--- config.mk ---
export PLATFORM = sky130hd
export DESIGN_NAME = reg_scan_flat
export DESIGN_NICKNAME = d
export VERILOG_FILES = /design/src/rtl/reg_scan_pkg.sv /design/src/rtl/reg_scan_if.sv /design/src/rtl/reg_scan.sv /design/src/flat_wrapper.sv
export SDC_FILE = /design/constraint.sdc
export NUM_CORES = 1
export LEC_CHECK = 0
export BUFFER_PORTS_ARGS = -buffer_cell sky130_fd_sc_hd__buf_2
export CAP_MARGIN = 20
export CORE_ASPECT_RATIO = 0.7
export CORE_MARGIN = 5
export CORE_UTILIZATION = 30
export DETAILED_ROUTE_END_ITERATION = 10
export HOLD_SLACK_MARGIN = 0.1
export PLACE_DENSITY = 0.56
export SKIP_LAST_GASP = 1
export SYNTH_ARGS = -nofsm -noshare
export SYNTH_HDL_FRONTEND = slang
export SYNTH_SLANG_ARGS = --single-unit
--- constraint.sdc ---
create_clock -name clk -period 1.7 [get_ports clk]
set_input_delay 0.17 -clock clk [delete_from_list [all_inputs] [get_ports clk]]
set_output_delay 0.17 -clock clk [all_outputs]
set_load 0.02 [all_outputs]
--- src/rtl/reg_scan_pkg.sv ---
// reg_scan_pkg: shared types and default sizing for the register-file
// debug read-out engine (reg_scan) and its stream interface.
package reg_scan_pkg;

    localparam int unsigned DEF_WIDTH   = 32;
    localparam int unsigned DEF_REGBITS = 4;
    localparam int unsigned NUM_REGS    = 1 << DEF_REGBITS;

    typedef enum logic [2:0] {
        IDLE,
        FETCH,
        SEND,
        CSUM,
        DONE
    } state_t;

endpackage

--- src/rtl/reg_scan_if.sv ---
// reg_scan_if: valid/ready word stream carrying captured register words
// (data, index, last marker) from reg_scan to the debug/host link.
interface reg_scan_if
    import reg_scan_pkg::*;
#(
    parameter int unsigned WIDTH   = DEF_WIDTH,
    parameter int unsigned REGBITS = DEF_REGBITS
);

    logic [WIDTH-1:0]   out_data;
    logic [REGBITS-1:0] out_addr;
    logic               out_valid;
    logic               out_ready;
    logic               out_last;

    modport master (
        output out_data,
        output out_addr,
        output out_valid,
        output out_last,
        input  out_ready
    );

    modport slave (
        input  out_data,
        input  out_addr,
        input  out_valid,
        input  out_last,
        output out_ready
    );

endinterface

--- src/rtl/reg_scan.sv ---
// reg_scan: on a start pulse, walks every register-file address on a read
// port, captures each word and streams it out one word per transfer.
// Optional feature macro: REG_SCAN_CHECKSUM_EN appends an XOR checksum word
// (out_addr all-ones, out_last set) after the last register.
module reg_scan
    import reg_scan_pkg::*;
#(
    parameter int unsigned WIDTH   = DEF_WIDTH,
    parameter int unsigned REGBITS = DEF_REGBITS
)
(
    input  logic               clk,
    input  logic               reset,
    input  logic               start,
    output logic [REGBITS-1:0] rd_addr,
    input  logic [WIDTH-1:0]   rd_data,
    reg_scan_if.master         out_if,
    output logic               busy,
    output logic               done
);

    localparam logic [REGBITS-1:0] LAST_IDX = '1;

    state_t             state, state_n;
    logic [REGBITS-1:0] idx, idx_n;
    logic [WIDTH-1:0]   data_q, data_n;
    logic [REGBITS-1:0] addr_q, addr_n;
    logic               valid_q, valid_n;
    logic               last_q, last_n;
`ifdef REG_SCAN_CHECKSUM_EN
    logic [WIDTH-1:0]   acc_q, acc_n;
`endif

    // State, index and output-word registers; reset drops the stream at once.
    always_ff @(posedge clk or posedge reset) begin
        if (reset) begin
            state   <= IDLE;
            idx     <= '0;
            data_q  <= '0;
            addr_q  <= '0;
            valid_q <= 1'b0;
            last_q  <= 1'b0;
`ifdef REG_SCAN_CHECKSUM_EN
            acc_q   <= '0;
`endif
        end else begin
            state   <= state_n;
            idx     <= idx_n;
            data_q  <= data_n;
            addr_q  <= addr_n;
            valid_q <= valid_n;
            last_q  <= last_n;
`ifdef REG_SCAN_CHECKSUM_EN
            acc_q   <= acc_n;
`endif
        end
    end

    // Next-state and next-word decode; every register holds unless changed.
    always_comb begin
        state_n = state;
        idx_n   = idx;
        data_n  = data_q;
        addr_n  = addr_q;
        valid_n = valid_q;
        last_n  = last_q;
`ifdef REG_SCAN_CHECKSUM_EN
        acc_n   = acc_q;
`endif
        case (state)
            IDLE: begin
                if (start) begin
                    idx_n   = '0;
                    state_n = FETCH;
`ifdef REG_SCAN_CHECKSUM_EN
                    acc_n   = '0;
`endif
                end
            end
            FETCH: begin
                data_n  = rd_data;
                addr_n  = idx;
                valid_n = 1'b1;
`ifdef REG_SCAN_CHECKSUM_EN
                acc_n   = acc_q ^ rd_data;
                last_n  = 1'b0;
`else
                last_n  = (idx == LAST_IDX);
`endif
                state_n = SEND;
            end
            SEND: begin
                if (out_if.out_ready) begin
                    valid_n = 1'b0;
                    if (idx == LAST_IDX) begin
`ifdef REG_SCAN_CHECKSUM_EN
                        // Checksum word follows the last register with no gap cycle.
                        data_n  = acc_q;
                        addr_n  = '1;
                        last_n  = 1'b1;
                        valid_n = 1'b1;
                        state_n = CSUM;
`else
                        state_n = DONE;
`endif
                    end else begin
                        idx_n   = idx + 1'b1;
                        state_n = FETCH;
                    end
                end
            end
`ifdef REG_SCAN_CHECKSUM_EN
            CSUM: begin
                if (out_if.out_ready) begin
                    valid_n = 1'b0;
                    state_n = DONE;
                end
            end
`endif
            DONE: begin
                state_n = IDLE;
            end
            default: begin
                state_n = IDLE;
            end
        endcase
    end

    assign rd_addr          = idx;
    assign out_if.out_data  = data_q;
    assign out_if.out_addr  = addr_q;
    assign out_if.out_valid = valid_q;
    assign out_if.out_last  = last_q;
    assign busy             = (state == FETCH) || (state == SEND) || (state == CSUM);
    assign done             = (state == DONE);

endmodule
--- src/flat_wrapper.sv ---
// flat-port wrapper written by rule: the top's interface ports become plain ports
module reg_scan_flat import reg_scan_pkg::*;
#(
    parameter int unsigned WIDTH   = DEF_WIDTH,
    parameter int unsigned REGBITS = DEF_REGBITS
)
  (clk, reset, start, rd_addr, rd_data, busy, done, out_if_out_data, out_if_out_addr, out_if_out_valid, out_if_out_last, out_if_out_ready);
  reg_scan_if #(.WIDTH(WIDTH), .REGBITS(REGBITS)) out_if_i ();
  input  logic clk;
  input  logic reset;
  input  logic start;
  output logic [REGBITS-1:0] rd_addr;
  input  logic [WIDTH-1:0] rd_data;
  output logic busy;
  output logic done;
  output wire logic [$bits(out_if_i.out_data)-1:0] out_if_out_data;
  output wire logic [$bits(out_if_i.out_addr)-1:0] out_if_out_addr;
  output wire logic [$bits(out_if_i.out_valid)-1:0] out_if_out_valid;
  output wire logic [$bits(out_if_i.out_last)-1:0] out_if_out_last;
  input wire logic [$bits(out_if_i.out_ready)-1:0] out_if_out_ready;
  assign out_if_out_data = out_if_i.out_data;
  assign out_if_out_addr = out_if_i.out_addr;
  assign out_if_out_valid = out_if_i.out_valid;
  assign out_if_out_last = out_if_i.out_last;
  assign out_if_i.out_ready = out_if_out_ready;
  reg_scan #(.WIDTH(WIDTH), .REGBITS(REGBITS)) u_core (.clk(clk), .reset(reset), .start(start), .rd_addr(rd_addr), .rd_data(rd_data), .out_if(out_if_i), .busy(busy), .done(done));
endmodule
==> results.json <==
{
  "synth_cells": 192,
  "tightestPinTransition_ns": 0.569,
  "start_util_pct": 31.1,
  "p_leak_nw": 1.52,
  "hpwlAfterDp_mm": 3.09,
  "required_ns": 1.87,
  "overflow": 0,
  "final_cell_area_um2": 2700,
  "fin_crit_sh_pct": 84.0,
  "max-slew-margin-rel_pct": 62.0,
  "first_global_vias": 1672,
  "crit_type": "reg2reg",
  "clock_tree.buffer_depth": 2,
  "ys_seq_area_share_pct": 62.9,
  "htreeDepth": 2,
  "yosys_warnings": 0,
  "port_buffers": 79,
  "antenna_found_initial": 0,
  "ant_nets": 0,
  "dieArea_um2": 7640,
  "via_count": 1631,
  "yosys.area.top_type_share_pct": 62.9,
  "slew_violations": 0,
  "diodes": 0,
  "core_area_um2": 5760,
  "drv_cap": 0,
  "period_needed_ns": 1.43,
  "yosysTopAreaCell": "dfrtp_1",
  "mostFrequentLayoutCell": "nand2_1",
  "clk_pin_slew_ns": 0.07,
  "finClkSkew_ns": 0.00340,
  "syn_avg_cell_area_um2": 9.33,
  "dpl-instance-area_um2": 2290,
  "drt_pre_antenna_iters": 4,
  "crit_arrival_ns": 1.60,
  "fin_tns_setup_ns": 0,
  "viasPerCell": 4.25,
  "routed_wl_mm": 4.65,
  "fmax_mhz": 700,
  "setup_slack_ns": 0.272,
  "drtIter0Drc": 22,
  "cp_max_fo": 7,
  "hold_class": "in2reg",
  "grt_pass1_wl_mm": 7.55,
  "numCtsBuffers": 5,
  "rsz0062_at_grt": "false",
  "cts-root-buf": "clkbuf_8",
  "p_per_area_nw_per_um2": 1700,
  "final_cell_mix": "115 x nand2_1, 79 x buf_2, 45 x dfrtp_1",
  "status": "completed",
  "grt_max_degree": 46,
  "cts_setup_buffers": 0,
  "setup_viol": 0,
  "finalNetCount": 346,
  "area_growth_syn_to_layout_pct": 50.9,
  "drive_above_1_share_pct": 31.1,
  "numClockSinks": 45,
  "fp.dieH_um": 74.6,
  "synth.net_count": 229,
  "grt.total_usage_pct": 12.7,
  "gp_congestion": 0.819,
  "rows": 23,
  "io_pins": 80,
  "routedWlPerCell_um": 12.1,
  "endpoint_kind": "register",
  "synth.area.top_cells": "dfrtp_1 63%, nand2_1 24%, buf_2 2.0%",
  "ir_worst_vdd_mv": 0.739,
  "cts_tree": "yes",
  "synth_area_um2": 1790,
  "die_w_um": 102,
  "ys_seq_elements": 45,
  "synthDistinctLibCells": 22,
  "hold_violations": 0,
  "worstSkewPairLatency_ns": 0.29,
  "drc": 0,
  "pre_cts_ws_ns": 0.284,
  "startpoint_type": "register"
}
==> power breakdown <==
| part | switching, mW | internal [mW] | leakage [nW] |
|---|---|---|---|
| Combinational | 1.42 | 0.765 | 0.913 |
| Sequential | 0.245 | 1.53 | 0.565 |
| Clock | 0.330 | 0.323 | 0.0443 |
==> cell type report <==
type / instances / area [um2]
Sequential cell: 45 / 1130
Multi-Input combinational cell: 137 / 618
Tap cell: 75 / 93.8
Clock buffer: 7 / 86.3
Timing Repair Buffer: 118 / 771
Inverter: 2 / 7.51
Fill cell: 551 / 3050
==> flip-flops by register name, summed over array words and instances (netlist names) <==
register and count:
u_core.rd_addr 4, u_core.out_if.out_valid 1, u_core.out_if.out_data 32, u_core.out_if.out_addr 4, u_core.out_if.out_last 1, u_core.state 3
==> metal layers <==
layer / track usage, % / vias to the layer above / part of all wire, %
li1: - / 831 / -
met1: 16.7 / 741 / 47
met2: 21.3 / 54 / 44
met3: 3.70 / 5 / 8.8
met4: 2.62 / 0 / 0.58
met5: 0 / - / 0
==> repair_timing <==
item,in CTS,in global routing
endpoints found under the hold margin,77,0
hold buffers,33,0
resized for setup,0,0
endpoints found under the setup margin,0,0
==> per-stage QoR <==
step | hold slack (ns) | power (mW) | cells | util [%]
3_3_place_gp | 0.358 | 3.92 | 344 | 39.7
2_1_floorplan | 0.275 | 3.18 | 192 | -
5_1_grt | 0.139 | 5.01 | 384 | 47.0
3_5_place_dp | 0.359 | 3.95 | 344 | 39.7
6_report | 0.144 | 4.61 | 384 | 47.0
4_1_cts | 0.129 | 4.69 | 384 | 47.0
==> path summary, 6_finish.rpt <==
path | from | to | slack, ns | cells past startpoint
setup reg to reg | u_core.state[2] | u_core.rd_addr[3] | 0.27 | 2
min in group asynchronous | reset | u_core.out_if.out_data[2] | 0.58 | 4
hold reg to reg | u_core.out_if.out_data[7] | u_core.out_if.out_data[7] | 0.47 | 2
hold / removal | out_if_out_ready | u_core.state[1] | 0.14 | 2
setup / recovery | u_core.state[2] | u_core.rd_addr[3] | 0.27 | 2
max in group asynchronous | reset | u_core.out_if.out_valid | 0.74 | 4
==> critical path: stages, from the launching register on <==
cell and delay (ns):
dfrtp_1 0.45, or4b_4 0.59, a32o_1 0.27
==> synthesized netlist by cell type, drive strengths merged <==
cell / number
mux2: 1
nand3: 1
o21ai: 3
a41o: 1
o211ai: 1
clkbuf: 1
buf: 7
nand4bb: 1
nor2: 3
mux2i: 2
dfrtp: 45
and2: 1
ha: 1
nand2b: 1
inv: 2
a32o: 1
nand2: 115
nor3b: 1
or3b: 2
or4b: 1
a41oi: 1
==> logic make-up (layout without fill, tap and decap cells) <==
group | Yosys count | count (layout) | share of synthesized area (%)
AOI/OAI and AO/OA | 7 | 7 | 2.87
and+or+nand+nor | 126 | 126 | 29.2
buffers and inverters | 10 | 127 | 2.59
adders and majority gates | 1 | 1 | 0.699
muxes | 3 | 3 | 1.75
DFF | 45 | 45 | 62.9
(Power assumes the default switching activity.)
